==> src/rtl/matmul_ctrl_regs_if.sv <==
// Host register bus for the matmul control/status block.
// Latency: reads return one cycle after the strobe; writes take effect at the sampling edge.
// Backpressure: none; the slave accepts one read and one write per cycle.
// Signals: wr_en_i/rd_en_i strobes, addr_i word address, wdata_i write data,
//          rdata_o registered read data, rvalid_o one-cycle read-valid pulse.
interface matmul_ctrl_regs_if #(
  parameter int DATA_WIDTH = 32,
  parameter int ADDR_WIDTH = 4
);
  logic                  wr_en_i;
  logic                  rd_en_i;
  logic [ADDR_WIDTH-1:0] addr_i;
  logic [DATA_WIDTH-1:0] wdata_i;
  logic [DATA_WIDTH-1:0] rdata_o;
  logic                  rvalid_o;

  // Host side drives strobes/address/data, register block returns read data.
  modport master (
    output wr_en_i, rd_en_i, addr_i, wdata_i,
    input  rdata_o, rvalid_o
  );

  modport slave (
    input  wr_en_i, rd_en_i, addr_i, wdata_i,
    output rdata_o, rvalid_o
  );
endinterface

==> src/rtl/matmul_ctrl_regs.sv <==
// Control/status registers and start/busy/done sequencer for the matmul datapath.
// Latency: writes visible after the sampling edge; reads, start_o and irq_o are registered (1 cycle).
// Backpressure: none; CONTROL writes during BUSY are dropped and flagged in STATUS.err_wr_busy.
// Ports: clk_i/rst_i (sync, active-high), bus (slave register bus), done_i datapath completion,
//        start_o one-cycle start pulse, busy_o, cfg_o live CONTROL (bit0 = busy), irq_o level interrupt.
module matmul_ctrl_regs #(
  parameter int DATA_WIDTH = 32,
  parameter int ADDR_WIDTH = 4,
  parameter int DIM_W      = 2
) (
  input  logic                  clk_i,
  input  logic                  rst_i,
  matmul_ctrl_regs_if.slave     bus,
  input  logic                  done_i,
  output logic                  start_o,
  output logic                  busy_o,
  output logic [DATA_WIDTH-1:0] cfg_o,
  output logic                  irq_o
);

  // CONTROL holds fields in bits [CTRL_W-1:1]; bit0 is never stored, it reads as busy.
  localparam int CTRL_W = 10 + 3 * DIM_W;
  localparam logic [DATA_WIDTH-1:0] CTRL_MASK = DATA_WIDTH'((64'd1 << CTRL_W) - 64'd2);

  localparam logic [ADDR_WIDTH-1:0] ADDR_CTRL = ADDR_WIDTH'(0);
  localparam logic [ADDR_WIDTH-1:0] ADDR_STAT = ADDR_WIDTH'(1);
  localparam logic [ADDR_WIDTH-1:0] ADDR_IRQE = ADDR_WIDTH'(2);
  localparam logic [ADDR_WIDTH-1:0] ADDR_LAST = ADDR_WIDTH'(2);

  typedef enum logic {ST_IDLE, ST_BUSY} state_e;

  state_e                state_q, state_d;
  logic [DATA_WIDTH-1:0] ctrl_q, ctrl_d;
  logic                  done_q, done_d;
  logic                  err_wr_busy_q, err_wr_busy_d;
  logic                  err_addr_q, err_addr_d;
  logic                  done_ie_q, done_ie_d;
  logic                  err_ie_q, err_ie_d;
  logic                  start_q, start_d;
  logic                  irq_q, irq_d;
  logic [DATA_WIDTH-1:0] rdata_q, rdata_d;
  logic                  rvalid_q, rvalid_d;

  logic busy;
  logic wr_ctrl, wr_stat, wr_irqe, bad_addr;

  assign busy     = (state_q == ST_BUSY);
  assign wr_ctrl  = bus.wr_en_i && (bus.addr_i == ADDR_CTRL);
  assign wr_stat  = bus.wr_en_i && (bus.addr_i == ADDR_STAT);
  assign wr_irqe  = bus.wr_en_i && (bus.addr_i == ADDR_IRQE);
  assign bad_addr = (bus.addr_i > ADDR_LAST);

  always_comb begin
    state_d       = state_q;
    ctrl_d        = ctrl_q;
    done_d        = done_q;
    err_wr_busy_d = err_wr_busy_q;
    err_addr_d    = err_addr_q;
    done_ie_d     = done_ie_q;
    err_ie_d      = err_ie_q;
    start_d       = 1'b0;
    rvalid_d      = bus.rd_en_i;
    rdata_d       = rdata_q;

    // Read path uses pre-edge register values, so a same-edge write is not visible.
    if (bus.rd_en_i) begin
      case (bus.addr_i)
        ADDR_CTRL: rdata_d = {ctrl_q[DATA_WIDTH-1:1], busy};
        ADDR_STAT: rdata_d = DATA_WIDTH'({err_addr_q, err_wr_busy_q, done_q, busy});
        ADDR_IRQE: rdata_d = DATA_WIDTH'({err_ie_q, done_ie_q});
        default:   rdata_d = '0;
      endcase
    end

    // W1C clears come first so any hardware set below in the same cycle wins.
    if (wr_stat) begin
      if (bus.wdata_i[1]) done_d        = 1'b0;
      if (bus.wdata_i[2]) err_wr_busy_d = 1'b0;
      if (bus.wdata_i[3]) err_addr_d    = 1'b0;
    end

    if (wr_irqe) begin
      done_ie_d = bus.wdata_i[0];
      err_ie_d  = bus.wdata_i[1];
    end

    case (state_q)
      ST_IDLE: begin
        // done_i is ignored here; only a CONTROL write matters.
        if (wr_ctrl) begin
          ctrl_d = bus.wdata_i & CTRL_MASK;
          if (bus.wdata_i[0]) begin
            state_d = ST_BUSY;
            start_d = 1'b1;
            done_d  = 1'b0;
          end
        end
      end
      ST_BUSY: begin
        if (wr_ctrl) err_wr_busy_d = 1'b1;
        if (done_i) begin
          state_d = ST_IDLE;
          done_d  = 1'b1;
        end
      end
      default: state_d = ST_IDLE;
    endcase

    if ((bus.wr_en_i || bus.rd_en_i) && bad_addr) err_addr_d = 1'b1;

    // Interrupt is built from the registered flags, so it trails them by one edge.
    irq_d = (done_q & done_ie_q) | ((err_wr_busy_q | err_addr_q) & err_ie_q);
  end

  always_ff @(posedge clk_i) begin
    if (rst_i) begin
      state_q       <= ST_IDLE;
      ctrl_q        <= '0;
      done_q        <= 1'b0;
      err_wr_busy_q <= 1'b0;
      err_addr_q    <= 1'b0;
      done_ie_q     <= 1'b0;
      err_ie_q      <= 1'b0;
      start_q       <= 1'b0;
      irq_q         <= 1'b0;
      rdata_q       <= '0;
      rvalid_q      <= 1'b0;
    end else begin
      state_q       <= state_d;
      ctrl_q        <= ctrl_d;
      done_q        <= done_d;
      err_wr_busy_q <= err_wr_busy_d;
      err_addr_q    <= err_addr_d;
      done_ie_q     <= done_ie_d;
      err_ie_q      <= err_ie_d;
      start_q       <= start_d;
      irq_q         <= irq_d;
      rdata_q       <= rdata_d;
      rvalid_q      <= rvalid_d;
    end
  end

  assign start_o      = start_q;
  assign busy_o       = busy;
  assign cfg_o        = {ctrl_q[DATA_WIDTH-1:1], busy};
  assign irq_o        = irq_q;
  assign bus.rdata_o  = rdata_q;
  assign bus.rvalid_o = rvalid_q;

endmodule
==> src/flat_wrapper.sv <==
// flat-port wrapper written by rule: the top's interface ports become plain ports
module matmul_ctrl_regs_flat 
#(
  parameter int DATA_WIDTH = 32,
  parameter int ADDR_WIDTH = 4,
  parameter int DIM_W      = 2
)
  (clk_i, rst_i, done_i, start_o, busy_o, cfg_o, irq_o, bus_wr_en_i, bus_rd_en_i, bus_addr_i, bus_wdata_i, bus_rdata_o, bus_rvalid_o);
  matmul_ctrl_regs_if #(.DATA_WIDTH(DATA_WIDTH), .ADDR_WIDTH(ADDR_WIDTH)) bus_i ();
  input  logic clk_i;
  input  logic rst_i;
  input  logic done_i;
  output logic start_o;
  output logic busy_o;
  output logic [DATA_WIDTH-1:0] cfg_o;
  output logic irq_o;
  input wire logic [$bits(bus_i.wr_en_i)-1:0] bus_wr_en_i;
  input wire logic [$bits(bus_i.rd_en_i)-1:0] bus_rd_en_i;
  input wire logic [$bits(bus_i.addr_i)-1:0] bus_addr_i;
  input wire logic [$bits(bus_i.wdata_i)-1:0] bus_wdata_i;
  output wire logic [$bits(bus_i.rdata_o)-1:0] bus_rdata_o;
  output wire logic [$bits(bus_i.rvalid_o)-1:0] bus_rvalid_o;
  assign bus_i.wr_en_i = bus_wr_en_i;
  assign bus_i.rd_en_i = bus_rd_en_i;
  assign bus_i.addr_i = bus_addr_i;
  assign bus_i.wdata_i = bus_wdata_i;
  assign bus_rdata_o = bus_i.rdata_o;
  assign bus_rvalid_o = bus_i.rvalid_o;
  matmul_ctrl_regs #(.DATA_WIDTH(DATA_WIDTH), .ADDR_WIDTH(ADDR_WIDTH), .DIM_W(DIM_W)) u_core (.clk_i(clk_i), .rst_i(rst_i), .bus(bus_i), .done_i(done_i), .start_o(start_o), .busy_o(busy_o), .cfg_o(cfg_o), .irq_o(irq_o));
endmodule
==> config.mk <==
export PLATFORM = sky130hd
export DESIGN_NAME = matmul_ctrl_regs_flat
export DESIGN_NICKNAME = d
export VERILOG_FILES = /design/src/rtl/matmul_ctrl_regs_if.sv /design/src/rtl/matmul_ctrl_regs.sv /design/src/flat_wrapper.sv
export SDC_FILE = /design/constraint.sdc
export NUM_CORES = 1
export LEC_CHECK = 0
export ABC_AREA = 1
export CORE_AREA = 4 4 82 77
export DETAILED_ROUTE_END_ITERATION = 12
export DIE_AREA = 0 0 86 81
export PLACE_DENSITY = 0.82
export RECOVER_POWER = 100
export SYNTH_ARGS = -nofsm -noshare
export SYNTH_HDL_FRONTEND = slang
export SYNTH_SLANG_ARGS = --single-unit
==> constraint.sdc <==
create_clock -name clk_i -period 0.94 [get_ports clk_i]
set_input_delay 0.094 -clock clk_i [delete_from_list [all_inputs] [get_ports clk_i]]
set_output_delay 0.094 -clock clk_i [all_outputs]
set_load 0.05 [all_outputs]
==> Word-level counts from Yosys, hierarchy flattened <==
Index checks and enable logic that the tools add are counted.
Widths: inputs -> output; s select.
{ "totals": {"word_cells": 48, "ff_bits": 56} }
{ "classes": {"order_cmp": 1, "n_reduce_logical": 11, "bitwise": 5, "eq_ne": 2, "n_mux": 18} }
{ "ops": {"columns": ["cell", "count"], "rows": [
  ["$pmux 16 s3", 1],
  ["$mux 1", 15],
  ["$eq 4x1->1 const B", 1],
  ["$eq 4x2->1 const B", 1],
  ["$gt 4x2->1 const B", 1],
  ["$logic_and 1x1->1", 4],
  ["$logic_not 4->1", 1],
  ["$pmux 1 s2", 2],
  ["$reduce_and 2->1", 2],
  ["$reduce_bool 2->1", 2],
  ["$and 1x1->1", 2],
  ["$or 1x1->1", 2],
  ["$reduce_or 2->1", 1],
  ["$logic_or 1x1->1", 1],
  ["$not 1->1", 1]
]} }

==> Logic depth before layout (Yosys ltp) <==
{ "logic_depth": {"ltp_word": 6, "mapped_depth": 7, "depth_no_buf": 7} }

==> Worst setup path before layout <==
OpenSTA, ideal clock, no wires.
{ "synth_path": {"path_type": "register to register", "start": "register u_core.state_q (netlist: u_core.busy_o)", "end": "register u_core.ctrl_q[10]", "path_stages_with_launch": 5, "n_path_buf": 1, "arrival_ns": 1.234, "slack_ns": -0.426, "cell_sequence": "dfxtp_1 inv_2 clkbuf_1 nand3_1 a21oi_1"} }
{ "synth_between": {"elab_chain_cells": 2} }
{ "synth_rtl": {"columns": ["item", "line_no", "text"], "rows": [
  ["from (decl)", "matmul_ctrl_regs.sv:32", "state_e state_q, state_d;"],
  ["from (signal assigned)", "matmul_ctrl_regs.sv:129", "state_q <= state_d;"],
  ["$not 1->1", null, null],
  ["$reduce_and 2->1 (no line)", null, null],
  ["to (signal assigned)", "matmul_ctrl_regs.sv:130", "ctrl_q <= ctrl_d;"],
  ["to (decl)", "matmul_ctrl_regs.sv:33", "logic [DATA_WIDTH-1:0] ctrl_q, ctrl_d;"]
]} }
No other way between the ends.
A chain may end at the register's enable or synchronous reset.

==> Worst setup path after layout <==
Ends and elaborated chain as after synthesis.

==> impl.org <==
** Power
- Switching component of the power :: 1260 µW
- Share of total power in the clock network :: 30.6%
- Leakage :: 0.00128 µW
- The share of total power dissipated in sequential elements is a little under half.
- Power spread over the standard cell area amounts to 1160 nW/µm².
- IR analysis of the VDD net gives a maximum drop of 0.664 mV.
- Sw Share :: approximately 32%
- Internal power comes to 2630 µW.
- Combinational logic is responsible for 23.6% of the overall power.

** Global route
- Via count of the first global-routing pass :: 1700
- Number of antenna violations at the first check in global routing :: 0
- Wire length of the first global-routing pass :: ~7900 µm
- Largest net degree at the start of global routing :: 26
- Global-route congestion overflow total :: 0
- Global routing used 14.3% of the available tracks.

** Setup path
- Worst r2r path cells :: 5
- At the worst endpoint, the required time is 1.16 ns.
- STA classifies the critical path endpoint as a flip-flop.
- Arr. time, crit path :: 1.27 ns
- For flop-to-flop paths, the worst setup slack is -0.11 ns.
- Delay of the slowest cell on the worst path :: around 0.38 ns
- Type of origin of the critical path :: flip-flop
- Walking the worst path, the cells encountered are buf_12, clkinv_8, nand2_8, nand2_2, a21oi_2.
- The setup path with the least slack is of type reg2reg.
- Of all nets on the critical path, the largest fanout is 8.
- Reg-to-reg startpoint :: u_core.busy_o
- The slowest stage of the critical path is the dfxtp_4 cell.
- The endpoint identified for the worst register-to-register timing path is u_core.ctrl_q[10].

** Clock network
- TritonCTS built the clock tree.
- CTS placed an instance of clkbuf_8 at the clock tree root.
- After clock tree synthesis, the clock-pin slew on the worst setup and hold paths is 0.08 ns.
- Htree depth :: 2
- Num CTS Buffers :: 5
- The later pin in the worst-skew pair is clocked with a latency of 0.29 ns.
- Number of sinks driven by the clock tree :: 40
- The clock passes through at most 2 buffers.

** Min path
- Along the worst hold path, the cell count comes to 3.
- The worst hold path begins at bus_rd_en_i.
- Hold Crit Endpoint :: u_core.bus.rvalid_o
- The tightest min-delay check is of the in2reg type.

** Routing
- Total detailed-routing wirelength :: 5940 µm
- Via count :: 1891
- The detail route stage leaves a number of antenna-violating nets equal to 0.
- After the first detailed-routing iteration, the DRC count stood at 136.
- Routed wire length on met3 :: 426 µm
- Wire length on met2 :: 2930 µm
- After detailed routing, the wire length on met1 is 2520 µm.
- Detailed-routing iteration count for the pre-antenna-repair pass :: 4
- Detailed-route wire length per cell :: 15.2 µm
- Using the TritonRoute via totals, the vias-per-cell ratio works out to a little under 5.
- Signal routing reaches up to met4.
- Remaining design rule violation count :: 0

** Yosys
- Adder-cell share of the synthesized area :: 0%
- Mux contribution to synthesized area :: 0%
- Combined area of all synthesized cells :: 1810 µm²
- Yosys top cell area share :: 44.1%
- Of the total synthesized cell area, the portion taken by AND, OR, NAND and NOR gates is 21.1%.
- By area the synthesized netlist is led by dfxtp_1 (44%), buf_4 (14%), nand2_1 (10%), a21oi_1 (9.9%), nand3_1 (6.9%).
- Main combinational cell family by area after synthesis :: simple AND/OR/NAND/NOR gates
- Flip-flop and latch count after synthesis :: 40
- dfxtp_1 takes more of the synthesized area than any other cell.
- Post-synthesis instance total :: 236
- Xor and xnor area share after synthesis :: 0%
- Complex-gate fraction of the synthesized area :: 15.4%
- Average instance area after synthesis :: 7.69 µm²
- For this run, the number of Yosys warnings is 0.
- Yosys mapped the design onto 20 distinct sky130hd cell types.
- Of the synthesized area, sequential elements account for 44.1%.

** Final layout
- Cells fill 60.8% of the core in the end.
- The multi-input combinational cells in the finished layout cover a total of 981 µm².
- Registers take 845 µm².
- Cells with a size suffix above 1 make up 45.3% of the layout.
- Nets@finish :: roughly 360
- The area growth from synthesis to layout is 84.3%.
- Counting the fill cells in the layout gives 409.
- 0 antenna diodes ended up in the layout.

** Floorplanning
- Floorplan die width :: ~86 µm
- Die boundary height :: 81 µm
- In this run the count of I/O pins placed on the die edge is 109.
- Placeable core area :: 5500 µm²
- The die covers 6970 µm².
- # rows :: 26
- Once the floorplan was initialized, standard cells occupied 33.0% of the core.

** Timing
- Setup ws final :: -0.108 ns
- Tmin final :: 1.05 ns
- In this run the tightest slew margin relative to its limit is around three fifths.
- Unrepaired setup endpoints after global routing :: true
- The number of pins with negative max-slew slack in the final report came to 0.
- After layout, the worst path uses 112% of the clock period.
- Total count of hold-check failures in the final report :: 0
- Slew at the pin closest to its max-slew limit :: 0.618 ns
- Final setup vio count :: 18
- Derived from the worst setup path, the maximum achievable clock frequency is 0.954 GHz.
- On the final layout, the worst clock skew is 0.00961 ns.

** Placed design
- The congestion estimate from routability-driven global placement came to 0.878.
- Placed wire-length estimate :: between 3000 and 4000 µm
- The count of buffers added on input and output ports is 60.
- Pre-CTS WS :: -0.507 ns

** Run
- MaxCap Viol Count :: 0

** Status
- The flow ran to the end, but the final reports show violations.
- The final reports fail on setup timing.
metal layers:
metal / vias to the layer above / GRT usage, %
met5: - / 0
met3: 13 / 3.75
li1: 884 / -
met2: 100 / 24.3
met4: 0 / 3.48
met1: 894 / 18.0
metrics by stage:
step	TNS, ns	power [µW]	area [µm²]	instances	hold slack [ns]
after floorplan	-0.166	2430	1960	267	0.197
after global placement	-15.31	2660	2820	367	0.452
after detailed placement	-17.03	2670	2820	367	0.455
after CTS	-0.215	3850	3100	382	0.363
after global routing	-2.12	4020	3340	392	0.276
final	-0.955	3890	3340	392	0.243
worst max path at each step:
stage	start	to	slack, ns	cells after the start
2_1_floorplan	u_core.busy_o	u_core.ctrl_q[13]	-0.02	5
3_3_place_gp	bus_addr_i[0]	u_core.ctrl_q[9]	-0.44	7
3_5_place_dp	bus_addr_i[0]	u_core.ctrl_q[10]	-0.51	7
4_1_cts	u_core.busy_o	busy_o	-0.1	2
5_1_grt	u_core.busy_o	u_core.ctrl_q[10]	-0.16	5
6_report	u_core.busy_o	u_core.ctrl_q[10]	-0.11	5
power groups by stage:
stage               sequential, µW  clock, µW  combinational, µW
finish                        1780       1190                919
global placement              1820          0                845
floorplan                     1920          0                509
CTS                           1780       1190                882
global route                  1780       1280                956
detailed placement            1820          0                854
logic make-up (layout without fill, tap and decap cells):
group / after synthesis / after routing
other cells: 1 / 32
compound gates: 55 / 55
simple gates: 86 / 87
flops: 40 / 40
buf+inv: 54 / 108
what timing repair did:
action,in CTS,in global routing
pin swaps,16,26
gates resized for setup,42,61
hold buffers,0,0
buffers inserted,6,7
setup endpoints to repair,55,46
gates cloned,1,3
critical path, delay by kind of cell, from the launching register on:
kind | cells | cell delay, ns
buffers and inverters | 2 | 0.24
and+or+nand+nor | 2 | 0.19
AOI/OAI and AO/OA | 1 | 0.15
DFF | 1 | 0.38
state kept, by name, indices dropped and copies added, names as in the netlist:
signal	flops
u_core.bus.rdata_o	16
u_core.bus.rvalid_o	1
u_core.busy_o	1
u_core.ctrl_q	15
u_core.done_ie_q	1
u_core.done_q	1
u_core.err_addr_q	1
u_core.err_ie_q	1
u_core.err_wr_busy_q	1
u_core.irq_o	1
u_core.start_o	1
placed cells by master (no fill, tap or decap), types with 9 or more instances in the layout:
cell type / n
buf_4: 13
nand3_1: 12
buf_12: 40
dfxtp_1: 13
o21ai_0: 17
nand2_1: 39
clkdlybuf4s50_1: 17
a21oi_1: 24
conb_1: 32
dfxtp_2: 23
nand3_2: 10
nand2_2: 9
a21oi_2: 12
layout make-up:
cell class / instances / area share [%]
repair buffers: 89 / 37.4
multi-input cells: 174 / 29.3
flip-flops and latches: 40 / 25.3
well taps: 70 / 2.62
clock buffers: 7 / 2.58
inverters: 9 / 1.91
repair inverters: 2 / 0.636
clock inverters: 1 / 0.225
cell usage after synthesis:
master	number
inv_2	1
nand4_1	1
buf_4	34
clkbuf_1	6
o21ai_0	17
buf_2	2
nor2_8	1
o22ai_1	1
nand2_1	49
nand2_2	2
nand3_1	25
nor2_1	6
nor2_2	2
buf_6	2
buf_1	1
inv_1	8
dfxtp_1	40
a22oi_1	1
conb_1	1
a21oi_1	36
No activity file was read; power rests on OpenSTA's default activity.
